===== config.mk =====
export PLATFORM = sky130hd
export DESIGN_NAME = vga_sync_decoder
export DESIGN_NICKNAME = d
export VERILOG_FILES = /design/src/rtl/vga_sync_decoder_pkg.sv /design/src/rtl/vga_sync_decoder_sync_edge_counter.sv /design/src/rtl/vga_sync_decoder.sv
export SDC_FILE = /design/constraint.sdc
export NUM_CORES = 1
export LEC_CHECK = 0
export ABC_CLOCK_PERIOD_IN_PS = 2200
export CORE_ASPECT_RATIO = 0.8
export CORE_UTILIZATION = 40
export CTS_BUF_LIST = sky130_fd_sc_hd__clkbuf_8
export DETAILED_ROUTE_END_ITERATION = 10
export DONT_BUFFER_PORTS = 1
export SLEW_MARGIN = 40
export SYNTH_ARGS = -nofsm -noshare
export SYNTH_HDL_FRONTEND = slang
export SYNTH_SLANG_ARGS = --single-unit

===== constraint.sdc =====
create_clock -name dclk -period 2.2 [get_ports dclk]
set_clock_uncertainty 0.1 [all_clocks]
set_input_delay 0.55 -clock dclk [delete_from_list [all_inputs] [get_ports dclk]]
set_output_delay 0.55 -clock dclk [all_outputs]
set_load 0.01 [all_outputs]

===== src/rtl/vga_sync_decoder_pkg.sv =====
`default_nettype none
// ============================================================
// Package : vga_sync_decoder_pkg
// Brief   : VGA timing defaults and lock-FSM encoding shared with the controller.
// Revision: 1.0
// ============================================================
package vga_sync_decoder_pkg;

   localparam int C_CNT_W = 10;
   localparam logic [C_CNT_W-1:0] C_CNT_MAX = '1;

   localparam int C_H_TOTAL     = 800;
   localparam int C_H_SYNC      = 96;
   localparam int C_H_ACT_START = 144;
   localparam int C_H_ACT_END   = 784;
   localparam int C_V_TOTAL     = 521;
   localparam int C_V_SYNC      = 2;
   localparam int C_V_ACT_START = 31;
   localparam int C_V_ACT_END   = 511;

   typedef enum logic [1:0] {
      ST_SEARCH = 2'd0,
      ST_ALIGN  = 2'd1,
      ST_VERIFY = 2'd2,
      ST_LOCKED = 2'd3
   } sync_state_t;

   function automatic logic [C_CNT_W-1:0] sat_inc(input logic [C_CNT_W-1:0] v);
      return (v == C_CNT_MAX) ? v : v + C_CNT_W'(1);
   endfunction

endpackage
`default_nettype wire


===== src/rtl/vga_sync_decoder_sync_edge_counter.sv =====
`default_nettype none
// ============================================================
// Module  : sync_edge_counter
// Brief   : Sync edge detect, position counter and period/width check for one axis.
// Revision: 1.0
// ============================================================
module sync_edge_counter
   import vga_sync_decoder_pkg::*;
#(
   parameter int PERIOD = C_H_TOTAL,
   parameter int WIDTH  = C_H_SYNC
) (
   input  logic               dclk,
   input  logic               clr_n,
   input  logic               i_sync,
   input  logic               i_en,
   output logic               o_fall,
   output logic [C_CNT_W-1:0] o_cnt,
   output logic               o_err
);

   localparam logic [C_CNT_W-1:0] C_FALL_AT = C_CNT_W'(PERIOD - 1);
   localparam logic [C_CNT_W-1:0] C_RISE_AT = C_CNT_W'(WIDTH - 1);

   logic               r_sync_d;
   logic [C_CNT_W-1:0] r_cnt;
   logic               w_rise;

   always_ff @(posedge dclk or negedge clr_n) begin
      if (!clr_n) begin
         r_sync_d <= 1'b1;
         r_cnt    <= '0;
      end else begin
         r_sync_d <= i_sync;
         if (i_en) begin
            r_cnt <= o_fall ? '0 : sat_inc(r_cnt);
         end
      end
   end

   assign o_fall = r_sync_d & ~i_sync;
   assign w_rise = ~r_sync_d & i_sync;
   assign o_cnt  = r_cnt;

   // The rising edge is only legal on a counting step that lands exactly on the pulse width.
   assign o_err = (o_fall && (r_cnt != C_FALL_AT))
               || (w_rise && !(i_en && (r_cnt == C_RISE_AT)))
               || (r_cnt == C_CNT_MAX);

endmodule
`default_nettype wire


===== src/rtl/vga_sync_decoder.sv =====
`default_nettype none
// ============================================================
// Module  : vga_sync_decoder
// Brief   : Locks onto an incoming VGA sync stream and recovers pixel coordinates.
// Revision: 1.0
// ============================================================
module vga_sync_decoder
   import vga_sync_decoder_pkg::*;
#(
   parameter int H_TOTAL     = C_H_TOTAL,
   parameter int H_SYNC      = C_H_SYNC,
   parameter int H_ACT_START = C_H_ACT_START,
   parameter int H_ACT_END   = C_H_ACT_END,
   parameter int V_TOTAL     = C_V_TOTAL,
   parameter int V_SYNC      = C_V_SYNC,
   parameter int V_ACT_START = C_V_ACT_START,
   parameter int V_ACT_END   = C_V_ACT_END
) (
   input  logic         dclk,
   input  logic         clr_n,
   input  logic         hsync,
   input  logic         vsync,
   input  logic [2:0]   red,
   input  logic [2:0]   green,
   input  logic [1:0]   blue,
   output logic [9:0]   x,
   output logic [9:0]   y,
   output logic [7:0]   pixel,
   output logic         de,
   output logic         frame_start,
   output logic         locked,
   output logic         err_h,
   output logic         err_v,
   output logic [7:0]   frame_count
);

   localparam logic [C_CNT_W-1:0] C_HA_LO = C_CNT_W'(H_ACT_START);
   localparam logic [C_CNT_W-1:0] C_HA_HI = C_CNT_W'(H_ACT_END);
   localparam logic [C_CNT_W-1:0] C_VA_LO = C_CNT_W'(V_ACT_START);
   localparam logic [C_CNT_W-1:0] C_VA_HI = C_CNT_W'(V_ACT_END);

   logic               w_hfall, w_vfall;
   logic               w_herr_raw, w_verr_raw;
   logic [C_CNT_W-1:0] w_hcnt, w_vcnt;

   sync_edge_counter #(
      .PERIOD (H_TOTAL),
      .WIDTH  (H_SYNC)
   ) u_h_axis (
      .dclk   (dclk),
      .clr_n  (clr_n),
      .i_sync (hsync),
      .i_en   (1'b1),
      .o_fall (w_hfall),
      .o_cnt  (w_hcnt),
      .o_err  (w_herr_raw)
   );

   sync_edge_counter #(
      .PERIOD (V_TOTAL),
      .WIDTH  (V_SYNC)
   ) u_v_axis (
      .dclk   (dclk),
      .clr_n  (clr_n),
      .i_sync (vsync),
      .i_en   (w_hfall),
      .o_fall (w_vfall),
      .o_cnt  (w_vcnt),
      .o_err  (w_verr_raw)
   );

   // Checks stay muted until the first vsync fall after reset has realigned both counters.
   logic r_armed;
   logic w_line_err, w_frame_err, w_any_err;

   assign w_line_err  = r_armed & w_herr_raw;
   assign w_frame_err = r_armed & w_verr_raw;
   assign w_any_err   = w_line_err | w_frame_err;

   sync_state_t r_state, w_state_nxt;

   always_ff @(posedge dclk or negedge clr_n) begin
      if (!clr_n) begin
         r_state <= ST_SEARCH;
      end else begin
         r_state <= w_state_nxt;
      end
   end

   always_comb begin
      w_state_nxt = r_state;
      case (r_state)
         ST_SEARCH: if (w_vfall) w_state_nxt = ST_ALIGN;
         ST_ALIGN: begin
            if (w_any_err)    w_state_nxt = ST_SEARCH;
            else if (w_vfall) w_state_nxt = ST_VERIFY;
         end
         ST_VERIFY: begin
            if (w_any_err)    w_state_nxt = ST_SEARCH;
            else if (w_vfall) w_state_nxt = ST_LOCKED;
         end
         ST_LOCKED: if (w_any_err) w_state_nxt = ST_SEARCH;
         default:   w_state_nxt = ST_SEARCH;
      endcase
   end

   logic w_in_act, w_de_nxt, w_fs_nxt;

   assign w_in_act = (w_hcnt >= C_HA_LO) && (w_hcnt < C_HA_HI)
                  && (w_vcnt >= C_VA_LO) && (w_vcnt < C_VA_HI);
   assign w_de_nxt = (r_state == ST_LOCKED) && w_in_act;
   assign w_fs_nxt = (r_state == ST_LOCKED) && w_vfall && !w_any_err;

   logic [9:0] r_x, r_y;
   logic [7:0] r_pixel, r_frame_count;
   logic       r_de, r_frame_start, r_err_h, r_err_v;

   always_ff @(posedge dclk or negedge clr_n) begin
      if (!clr_n) begin
         r_armed       <= 1'b0;
         r_x           <= '0;
         r_y           <= '0;
         r_pixel       <= '0;
         r_de          <= 1'b0;
         r_frame_start <= 1'b0;
         r_frame_count <= '0;
         r_err_h       <= 1'b0;
         r_err_v       <= 1'b0;
      end else begin
         if (w_vfall) r_armed <= 1'b1;
         r_de          <= w_de_nxt;
         r_x           <= w_de_nxt ? (w_hcnt - C_HA_LO) : '0;
         r_y           <= w_de_nxt ? (w_vcnt - C_VA_LO) : '0;
         r_pixel       <= w_de_nxt ? {red, green, blue} : '0;
         r_frame_start <= w_fs_nxt;
         if (w_fs_nxt)    r_frame_count <= r_frame_count + 8'd1;
         if (w_line_err)  r_err_h <= 1'b1;
         if (w_frame_err) r_err_v <= 1'b1;
      end
   end

   assign x           = r_x;
   assign y           = r_y;
   assign pixel       = r_pixel;
   assign de          = r_de;
   assign frame_start = r_frame_start;
   assign frame_count = r_frame_count;
   assign err_h       = r_err_h;
   assign err_v       = r_err_v;
   assign locked      = (r_state == ST_LOCKED);

endmodule
`default_nettype wire


==> results of run 1 <==
[power by group]
part / leakage, nW / internal (W) / switching [W]
logic: 0.736 / 0.000229 / 0.000255
registers: 0.875 / 0.00127 / 0.0000810
clock network: 0.117 / 0.000751 / 0.000454
[cell type report]
type	count	share of cell area [%]
flip-flops and latches	65	43.3
multi-input cells	194	36.9
repair buffers	42	9.61
clock buffers	9	3.29
clock inverters	7	3.13
well taps	87	2.89
inverters	9	0.898
[worst max path at each step]
stage	start	endpoint	slack, ns	cells after the start
after floorplan	u_v_axis.o_cnt[1]$_DFFE_PN0P_	frame_count[1]$_DFFE_PN0P_	-0.07	7
after global placement	u_v_axis.o_cnt[1]$_DFFE_PN0P_	frame_count[1]$_DFFE_PN0P_	-0.11	7
after detailed placement	u_v_axis.o_cnt[1]$_DFFE_PN0P_	r_state[0]$_DFFE_PN0P_	-0.17	8
after CTS	u_v_axis.o_cnt[7]$_DFFE_PN0P_	frame_count[1]$_DFFE_PN0P_	-0.11	5
after global routing	u_v_axis.o_cnt[7]$_DFFE_PN0P_	frame_count[4]$_DFFE_PN0P_	-0.23	6
final	u_v_axis.o_cnt[7]$_DFFE_PN0P_	frame_count[1]$_DFFE_PN0P_	-0.14	5
[per-stage QoR]
step | TNS, ns | cell area, um^2 | std cells | utilization, %
floorplan | -0.123 | 3020 | 281 | -
global placement | -0.519 | 3300 | 388 | 46.7
detailed placement | -1.15 | 3300 | 388 | 46.7
CTS | -0.498 | 3600 | 409 | 51.0
global route | -1.96 | 3760 | 413 | 53.3
finish | -1.01 | 3760 | 413 | 53.3
[logic make-up (layout without fill, tap and decap cells)]
| family | after synthesis | after routing | share of synthesized area, % |
|---|---|---|---|
| simple gates | 120 | 120 | 21.1 |
| mux | 1 | 1 | 0.376 |
| flops | 65 | 65 | 54.4 |
| fa+ha+maj | 9 | 9 | 3.76 |
| xor+xnor | 26 | 26 | 7.61 |
| buf+inv | 23 | 67 | 3.97 |
| compound gates | 37 | 38 | 8.82 |
[worst register-to-register path: cells and delay by family (launching register included)]
family | cells | cell delay [ns]
AND/OR/NAND/NOR | 2 | 0.95
AO/OA/AOI/OAI | 2 | 0.49
multiplexers | 1 | 0.32
flip-flops | 1 | 0.38
[cells in the final DEF (no fill, tap or decap), types with 5 or more instances in the layout]
cell	count
nand2b_1	6
nand2_1	15
nor2_1	35
a21oi_1	7
buf_4	36
nand3_1	14
and2_1	13
o21ai_0	7
xnor2_1	16
clkbuf_8	9
dfrtp_1	63
inv_1	6
xor2_1	10
ha_1	7
nand4_1	5
[flip-flops by register name (all words and copies together) (netlist names), 2 cells and up]
name	count
frame_count	8
y	10
u_h_axis.o_cnt	10
r_state	2
u_v_axis.o_cnt	10
x	10
pixel	8
[routing by layer]
layer | vias up | GRT usage (%)
li1 | 1041 | -
met1 | 1030 | 23.1
met2 | 73 | 23.6
met3 | 12 | 7.71
met4 | 0 | 7.01
met5 | - | 0
[Yosys cell counts (all sizes together), types with 5 or more instances]
master | instances | area, um^2
nand2b | 6 | 37.5
nand3 | 16 | 80.1
xor2 | 10 | 87.6
inv | 9 | 33.8
nor2 | 36 | 135
a21oi | 7 | 35.0
and2 | 13 | 81.3
xnor2 | 16 | 140
clkbuf | 10 | 40.0
nand2 | 15 | 56.3
ha | 9 | 113
nand4 | 5 | 31.3
o21ai | 10 | 61.3
nor3 | 5 | 25.0
dfrtp | 63 | 1580
[what timing repair did]
action                                  in CTS  in global routing
hold endpoints to repair                    65                  0
gates cloned                                 1                  0
pin swaps                                    3                  9
gates resized for setup                      1                 22
endpoints found under the setup margin      10                 38
buffers inserted                             2                  5
hold buffers                                 2                  0
==> reports/metrics.yaml, run 1 <==
synthesis.nets: 302
die-area_um2: 7840
hold_viol_final: 0
netlist-cell-type-count: 48
grt_pass1_vias: 2010
min_path_type: "input port to register"
drc_errors: 0
drt_iter0_drc: 112
cp-end-kind: "register"
grt_start_max_net_pins: 66
worst_pin_slew_ns: 0.575
first_pass_iters: 5
clockBufferDepth: 2
holdPathEnd: "u_v_axis.r_sync_d$_DFF_PN1_"
fp.dieW_um: 98.7
multi_input_area_um2: 1390
num-nets-final: 342
crit_slowest_cell: "or4_4"
filler_cell_count: 603
startpoint_type: "register"
ioPinCount: 53
path_cells: "or4_4, nor4_4, o2111ai_4, o21ai_4, mux2_4"
rsz0062_at_grt: "yes"
violations: "negative setup slack"
synth_edf_count: 0
critPathTopFamily: "simple AND/OR/NAND/NOR gates"
fin_hold_ws_ns: 0.0958
worstPathMaxFanout: 5
fin_crit_ns: 2.34
ys_seq_area_share_pct: 54.4
clk-insertion-delay-late_ns: 0.35
hpwl_mm: 4.20
ys_seq_elements: 65
r2r_slack_ns: -0.14
total_power_w: 0.00304
drv_slew: 0
relSlewSlack_pct: 61.5
cts_tree: "done"
grt_first_pass_wirelength_mm: 10.1
top_layer: "met4"
yosysWarningCount: 0
cts_root_buffer: "clkbuf_8"
p_per_area_nw_per_um2: 808
worst_ir_drop_vdd_mv: 0.364
dpl_worst_slack_ns: -0.168
cts_buffers: 9
via_per_inst: 5.22
max_cap_violations: 0
place_congestion: 0.875
finalSetupViolations: 10
final.period_utilization_pct: 107
cts.clk_slew.worst_paths_ns: 0.07
antenna_found_initial: 0
synth.avg_cell_area_um2: 10.7
status: "complete, but fails checks"
diodes: 0
wl_per_cell_um: 15.4
leakage_nw: 1.73
clock-sinks: 65
hold_depth: 0
num_vias: 2156
track_usage_pct: 17.1
r2r_start: "u_v_axis.o_cnt[7]$_DFFE_PN0P_"
postLayoutSetupSlackWorst_ns: -0.144
critPathBufInv: 0
initial_core_util_pct: 42.4
ys_async_sr_fraction_pct: 100
wl_met1_mm: 3.06
drt-total-wl_mm: 6.36
worstSetupPathType: "register to register"
htree_num_levels: 3
grt-ovfl-total: 0
synth_area_um2: 2990
rr_endpoint: "frame_count[1]$_DFFE_PN0P_"
met2_length_mm: 2.71
cp_data_required_time_ns: 2.34
ys.flop_type: "dfrtp_1"
netlist_instances: 281
postRouteAntennaNets: 0
die_y_um: 79.4
core_area_um2: 7060
fp-row-count: 27
drive_gt1_share_pct: 26.1
cp_slowest_stage_delay_ns: 0.59
hp-start: "vsync"
io_buffers: 0
seqCellArea_um2: 1630
wl_met3_um: 479
syn_to_final_growth_pct: 25.6
fmax_ghz: 0.427
worstPathArrival_ns: 2.48
worstRegToRegCells: 5
(Power assumes the default switching activity.)
==> inputs of run 2 (changes only) <==
--- a/config.mk
+++ b/config.mk
@@ -11,6 +11,7 @@
 export CTS_BUF_LIST = sky130_fd_sc_hd__clkbuf_8
 export DETAILED_ROUTE_END_ITERATION = 10
 export DONT_BUFFER_PORTS = 1
+export GPL_TIMING_DRIVEN = 0
 export SLEW_MARGIN = 40
 export SYNTH_ARGS = -nofsm -noshare
 export SYNTH_HDL_FRONTEND = slang
==> reports/metrics.yaml, run 2 (synthesis results as in run 1) <==
cts_root_buffer: "clkbuf_8"
hold_depth: 0  # unchanged
antenna_found_initial: 0  # unchanged
grt_use_met2_pct: 23.5  # -0.070 points
finalSetupViolations: 8  # -2
worstPathArrival_ns: 2.44  # -0.04 ns
cp_slowest_stage_delay_ns: 0.53  # -0.06 ns
hold_viol_final: 0  # unchanged
critPathTopFamily: "simple AND/OR/NAND/NOR gates"
num_vias: 2074  # -3.8%
drt_iter0_drc: 105  # -6.3%
cts_tree: "done"
die_y_um: 79.4  # unchanged
core_area_um2: 7060  # unchanged
use_met3_pct: 7.27  # -0.44 points
fin_crit_ns: 2.30  # -0.0425 ns
clk-insertion-delay-late_ns: 0.35  # about the same
worst_ir_drop_vdd_mv: 0.339  # -6.9%
clock-sinks: 65  # unchanged
relSlewSlack_pct: 63.7  # +2.2 points
worstRegToRegCells: 7  # +2
grt_pass1_vias: 2049  # +1.9%
top_usage_layer: "met2"
fp-row-count: 27  # unchanged
cp-end-kind: "register"
ioPinCount: 53  # unchanged
rr_endpoint: "frame_count[1]$_DFFE_PN0P_"
worstPathMaxFanout: 9  # +4
drc_errors: 0  # unchanged
postLayoutSetupSlackWorst_ns: -0.101  # +0.0425 ns
htree_num_levels: 3  # unchanged
cp_data_required_time_ns: 2.34  # about the same
cts_buffers: 9  # unchanged
syn_to_final_growth_pct: 19.8
violations: "negative setup slack"
die-area_um2: 7840  # unchanged
final_cell_mix: "59 x dfrtp_1, 36 x nor2_1, 16 x xnor2_1, 15 x nand2_1, 14 x nand3_1"
dpl_worst_slack_ns: -0.381  # -0.213 ns
fp.dieW_um: 98.7  # unchanged
holdPathEnd: "u_v_axis.r_sync_d$_DFF_PN1_"
startpoint_type: "register"
final_common_cell: "dfrtp_1"
critPathBufInv: 2  # +2
worstSetupPathType: "register to register"
final.period_utilization_pct: 105  # -1.9 points
rsz0062_at_grt: "yes"
crit_slowest_cell: "or4_4"
grt_start_max_net_pins: 66  # unchanged
drive_gt1_share_pct: 21.4  # -4.7 points
clockBufferDepth: 2  # unchanged
num-nets-final: 325  # -5.0%
grt-ovfl-total: 0  # unchanged
wl_per_cell_um: 14.9  # -3.0%
cts.clk_slew.worst_paths_ns: 0.07  # about the same
initial_core_util_pct: 42.4  # unchanged
postRouteAntennaNets: 0  # unchanged
drt-total-wl_mm: 5.91  # -7.0%
diodes: 0  # unchanged
io_buffers: 0  # unchanged
p_per_area_nw_per_um2: 799  # -1.1%
place_congestion: 0.797  # -8.9%
worst_pin_slew_ns: 0.542  # -0.0330 ns
path_cells: "buf_6, or4_4, nor4_4, o2111ai_2, o21ai_4, buf_12, mux2_4"
hp-start: "vsync"
grt_first_pass_wirelength_mm: 10.0  # -0.89%
r2r_slack_ns: -0.10  # +0.04 ns
leakage_nw: 1.61  # -6.7%
final_util_pct: 50.8  # -2.5 points
max_cap_violations: 0  # unchanged
fmax_ghz: 0.435  # +1.8%
track_usage_pct: 17.0  # -0.055 points
first_pass_iters: 4  # -1
min_path_type: "input port to register"
drv_slew: 0  # unchanged
status: "complete, but fails checks"
r2r_start: "u_v_axis.o_cnt[6]$_DFFE_PN0P_"
via_per_inst: 5.24  # +0.33%
met1_usage_pct: 22.6  # -0.46 points
hpwl_mm: 3.92  # -6.9%
[run 2: cell types whose count changed in the layout (fill, tap and decap cells not counted), moves of 2 or more]
cell      change
buf_4        -25
clkbuf_2      +3
ha_1          +2
dfrtp_2       +4
dfrtp_1       -4
clkbuf_8      +2
inv_2         -2
clkbuf_1      +3
[run 2: worst max path at each step]
| stage | cells after the start | start | slack (ns) | to |
|---|---|---|---|---|
| 2_1_floorplan | 7 | u_v_axis.o_cnt[1]$_DFFE_PN0P_ | -0.07 | frame_count[1]$_DFFE_PN0P_ |
| 3_3_place_gp | 8 | u_v_axis.o_cnt[0]$_DFFE_PN0P_ | -0.41 | u_v_axis.o_cnt[5]$_DFFE_PN0P_ |
| 3_5_place_dp | 8 | u_v_axis.o_cnt[0]$_DFFE_PN0P_ | -0.38 | u_v_axis.o_cnt[5]$_DFFE_PN0P_ |
| 4_1_cts | 7 | u_v_axis.o_cnt[6]$_DFFE_PN0P_ | -0.11 | frame_count[1]$_DFFE_PN0P_ |
| 5_1_grt | 7 | u_v_axis.o_cnt[6]$_DFFE_PN0P_ | -0.18 | frame_count[1]$_DFFE_PN0P_ |
| 6_report | 7 | u_v_axis.o_cnt[6]$_DFFE_PN0P_ | -0.10 | frame_count[1]$_DFFE_PN0P_ |
[run 2: through the flow]
step / instance area [um^2] / cells / total power (W) / hold WS (ns) / setup TNS, ns
3_5_place_dp: 3130 / 368 / 0.00169 / 0.156 / -7.99
4_1_cts: 3530 / 394 / 0.00290 / 0.0673 / -0.445
6_report: 3590 / 396 / 0.00287 / 0.0932 / -0.329
2_1_floorplan: 3020 / 281 / 0.00161 / 0.154 / -0.123
3_3_place_gp: 3130 / 368 / 0.00169 / 0.156 / -8.28
5_1_grt: 3590 / 396 / 0.00302 / 0.0686 / -1.75
[run 2: what timing repair did]
item	4_1_cts	5_1_grt
setup endpoints to repair	40	38
gates resized for setup	15	10
endpoints found under the hold margin	65	0
pin swaps	5	3
cloned	0	0
hold buffers	2	0
buffers inserted	9	3
[run 2: per-layer routing]
metal  vias to the layer above  wire length [um]
met5                         -                 0
met4                         0                61
met3                         6               410
met2                        65              2590
met1                       995              2860
li1                       1008                 -
[run 2: cell type report]
type	count	area [um^2]
fillers	629	3470
flip-flops and latches	65	1630
multi-input cells	193	1350
repair buffers	14	140
clock buffers	10	138
well taps	87	109
plain buffers	12	92.6
clock inverters	6	90.1
inverters	9	33.8
[run 2: power by group]
group | total, W | internal, W | switching, W
Combinational | 0.000353 | 0.000155 | 0.000198
Clock | 0.00114 | 0.000672 | 0.000468
Sequential | 0.00138 | 0.00127 | 0.000104
==> inputs of run 3 (changes only) <==
--- a/config.mk
+++ b/config.mk
@@ -5,6 +5,7 @@
 export SDC_FILE = /design/constraint.sdc
 export NUM_CORES = 1
 export LEC_CHECK = 0
+export ABC_AREA = 1
 export ABC_CLOCK_PERIOD_IN_PS = 2200
 export CORE_ASPECT_RATIO = 0.8
 export CORE_UTILIZATION = 40
==> reports/metrics.yaml, run 3 <==
postRouteAntennaNets: 0  # unchanged
synth_top_family_by_area: "simple AND/OR/NAND/NOR gates"
final_common_cell: "nand2_1"
synth_mux_area_share_pct: 0  # -0.38 points
netlist_instances: 366  # +30%
seqCellArea_um2: 1630  # -0.31%
die_y_um: 81.1  # +2.1%
via_per_inst: 4.81  # -8.1%
synth.top_cells.by_count: "69 x nand2_1, 63 x dfrtp_1, 55 x nor2_1"
antenna_found_initial: 0  # unchanged
grt_start_max_net_pins: 66  # unchanged
cp_data_required_time_ns: 2.32  # -0.02 ns
rsz0062_at_grt: "no"
num_vias: 2354  # +14%
die-area_um2: 8180  # +4.3%
netlist-cell-type-count: 29  # -40%
place_congestion: 0.849  # +6.5%
r2r_slack_ns: 0.20  # +0.30 ns
fin_hold_ws_ns: 0.0978  # +0.00461 ns
synthTopCellsByArea: "dfrtp_1 50%, nand2_1 8.3%, nor2_1 6.6%"
drc_errors: 0  # unchanged
total_power_w: 0.00273  # -4.8%
filler_cell_count: 753  # +20%
hold_depth: 0  # unchanged
grt-ovfl-total: 0  # unchanged
final.period_utilization_pct: 90.9  # -14 points
grt_first_pass_wirelength_mm: 10.4  # +4.3%
drt_iter0_drc: 145  # +38%
cp-end-kind: "register"
worstRegToRegCells: 10  # +3
ys_seq_area_share_pct: 52.1  # -2.3 points
cts.clk_slew.worst_paths_ns: 0.07  # about the same
hold_viol_final: 0  # unchanged
cts_buffers: 9  # unchanged
worst_ir_drop_vdd_mv: 0.254  # -25%
fin_crit_ns: 2.00  # -0.301 ns
worst_pin_slew_ns: 0.667  # +0.125 ns
synthSimpleGateAreaFrac_pct: 26.0  # +4.9 points
startpoint_type: "register"
synth_compound_area_share_pct: 6.52  # -2.3 points
p_per_area_nw_per_um2: 778  # -2.7%
worstSetupPathType: "register to register"
finalSetupViolations: 0  # -8
cts_tree: "done"
worstPathMaxFanout: 10  # +1
cp_slowest_stage_delay_ns: 0.48  # -0.05 ns
first_pass_iters: 4  # unchanged
grt_pass1_vias: 2122  # +3.6%
synthAdderAreaFrac_pct: 3.60  # -0.16 points
syn_to_final_growth_pct: 12.2
core_area_um2: 7500  # +6.2%
synth.avg_cell_area_um2: 8.54  # -20%
ys_async_sr_fraction_pct: 100  # unchanged
placed_area_um2: 3260  # +4.1%
num-nets-final: 400  # +23%
path_cells: "ha_1, nand2_2, nor2_2, nor2_2, nand2_1, nor2_1, nor2_4, inv_4, buf_6, nor2_1"
fmax_ghz: 0.500  # +15%
crit_slowest_cell: "dfrtp_1"
wl_per_cell_um: 13.0  # -13%
drv_slew: 0  # unchanged
hpwl_mm: 4.53  # +16%
clockBufferDepth: 2  # unchanged
initial_core_util_pct: 41.7  # -0.70 points
fp.dieW_um: 101  # +2.1%
fin_area_um2: 3510  # -2.2%
io_buffers: 0  # unchanged
ioPinCount: 53  # unchanged
synth_area_um2: 3130  # +4.4%
yosysWarningCount: 0  # unchanged
drt-total-wl_mm: 6.35  # +7.4%
rr_endpoint: "y[4]$_DFF_PN0_"
track_usage_pct: 17.0  # -0.064 points
synth_edf_count: 0  # unchanged
clock-sinks: 65  # unchanged
fp-row-count: 28  # +3.7%
status: "finished clean"
synth_area_leader_cell: "dfrtp_1"
yosysTopAreaCellShare_pct: 50.4  # -2.2 points
final_util_pct: 46.8  # -4.0 points
htree_num_levels: 3  # unchanged
synth_most_common_cell: "nand2_1"
ys.flop_type: "dfrtp_1"
ys_seq_elements: 65  # unchanged
synthesis.nets: 387  # +28%
leakage_nw: 1.81  # +12%
relSlewSlack_pct: 55.4  # -8.4 points
synth-xor-area-share_pct: 3.08  # -4.5 points
cts_root_buffer: "clkbuf_8"
hp-start: "vsync"
holdPathEnd: "u_v_axis.r_sync_d$_DFF_PN1_"
clk-insertion-delay-late_ns: 0.35  # about the same
tns_ns: 0  # +0.329 ns
multi_input_area_um2: 1230  # -9.2%
max_cap_violations: 0  # unchanged
drive_gt1_share_pct: 11.7  # -9.6 points
r2r_start: "u_v_axis.o_cnt[0]$_DFFE_PN0P_"
worstPathArrival_ns: 2.12  # -0.32 ns
final_cell_mix: "69 x nand2_1, 63 x dfrtp_1, 55 x nor2_1, 53 x inv_1, 18 x nand3_1"
diodes: 0  # unchanged
min_path_type: "input port to register"
## run 3: stage by stage
stage / cells / setup slack (ns)
floorplan: 366 / 0.474
global placement: 471 / 0.191
detailed placement: 471 / 0.188
CTS: 489 / 0.185
global route: 489 / 0.0184
finish: 489 / 0.199
## run 3: per-layer routing
metal	vias up	track usage, %	wire (um)
met3	9	6.28	490
met4	0	6.09	76
met2	57	23.3	2670
li1	1192	-	-
met5	-	0	0
met1	1096	24.2	3120
## run 3: timing repair
item	CTS	global route
endpoints found under the setup margin	0	1
resized for setup	0	1
hold buffers	2	0
buffers inserted	0	0
endpoints found under the hold margin	65	0
## run 3: final cells by class
class / instances / share of cell area, %
clock buffers: 9 / 3.53
well taps: 105 / 3.75
inverters: 55 / 5.96
clock inverters: 7 / 2.50
multi-input cells: 238 / 35.0
plain buffers: 8 / 1.78
repair buffers: 2 / 1.07
flip-flops and latches: 65 / 46.5
## run 3: how the worst max path moves through the flow
| stage | startpoint | endpoint | slack (ns) | cells past startpoint |
|---|---|---|---|---|
| after floorplan | u_v_axis.o_cnt[0]$_DFFE_PN0P_ | y[0]$_DFF_PN0_ | 0.47 | 10 |
| after detailed placement | u_h_axis.o_cnt[4]$_DFFE_PN0P_ | y[4]$_DFF_PN0_ | 0.19 | 10 |
| after global placement | u_h_axis.o_cnt[4]$_DFFE_PN0P_ | y[4]$_DFF_PN0_ | 0.19 | 10 |
| after global routing | u_v_axis.o_cnt[0]$_DFFE_PN0P_ | y[4]$_DFF_PN0_ | 0.02 | 9 |
| after CTS | u_h_axis.o_cnt[4]$_DFFE_PN0P_ | y[4]$_DFF_PN0_ | 0.18 | 10 |
| final | u_v_axis.o_cnt[0]$_DFFE_PN0P_ | y[4]$_DFF_PN0_ | 0.20 | 10 |
## run 3: cells by family after synthesis
family,count (synthesis)
compound gates,36
flops,65
xor+xnor,11
simple gates,182
buf+inv,63
fa+ha+maj,9
## run 3: critical path, delay by kind of cell (launching register included)
kind / cells / cell delay, ns
and+or+nand+nor: 7 / 0.75
adders and majority gates: 1 / 0.26
DFF: 1 / 0.48
buffers and inverters: 2 / 0.29
## run 3: power breakdown
part | total, W | switching, W | leakage, nW | internal (W)
combinational | 0.000313 | 0.000206 | 0.831 | 0.000107
clock | 0.00108 | 0.000452 | 0.108 | 0.000627
sequential | 0.00134 | 0.0000760 | 0.874 | 0.00126
total | 0.00273 | 0.000734 | 1.81 | 0.00199
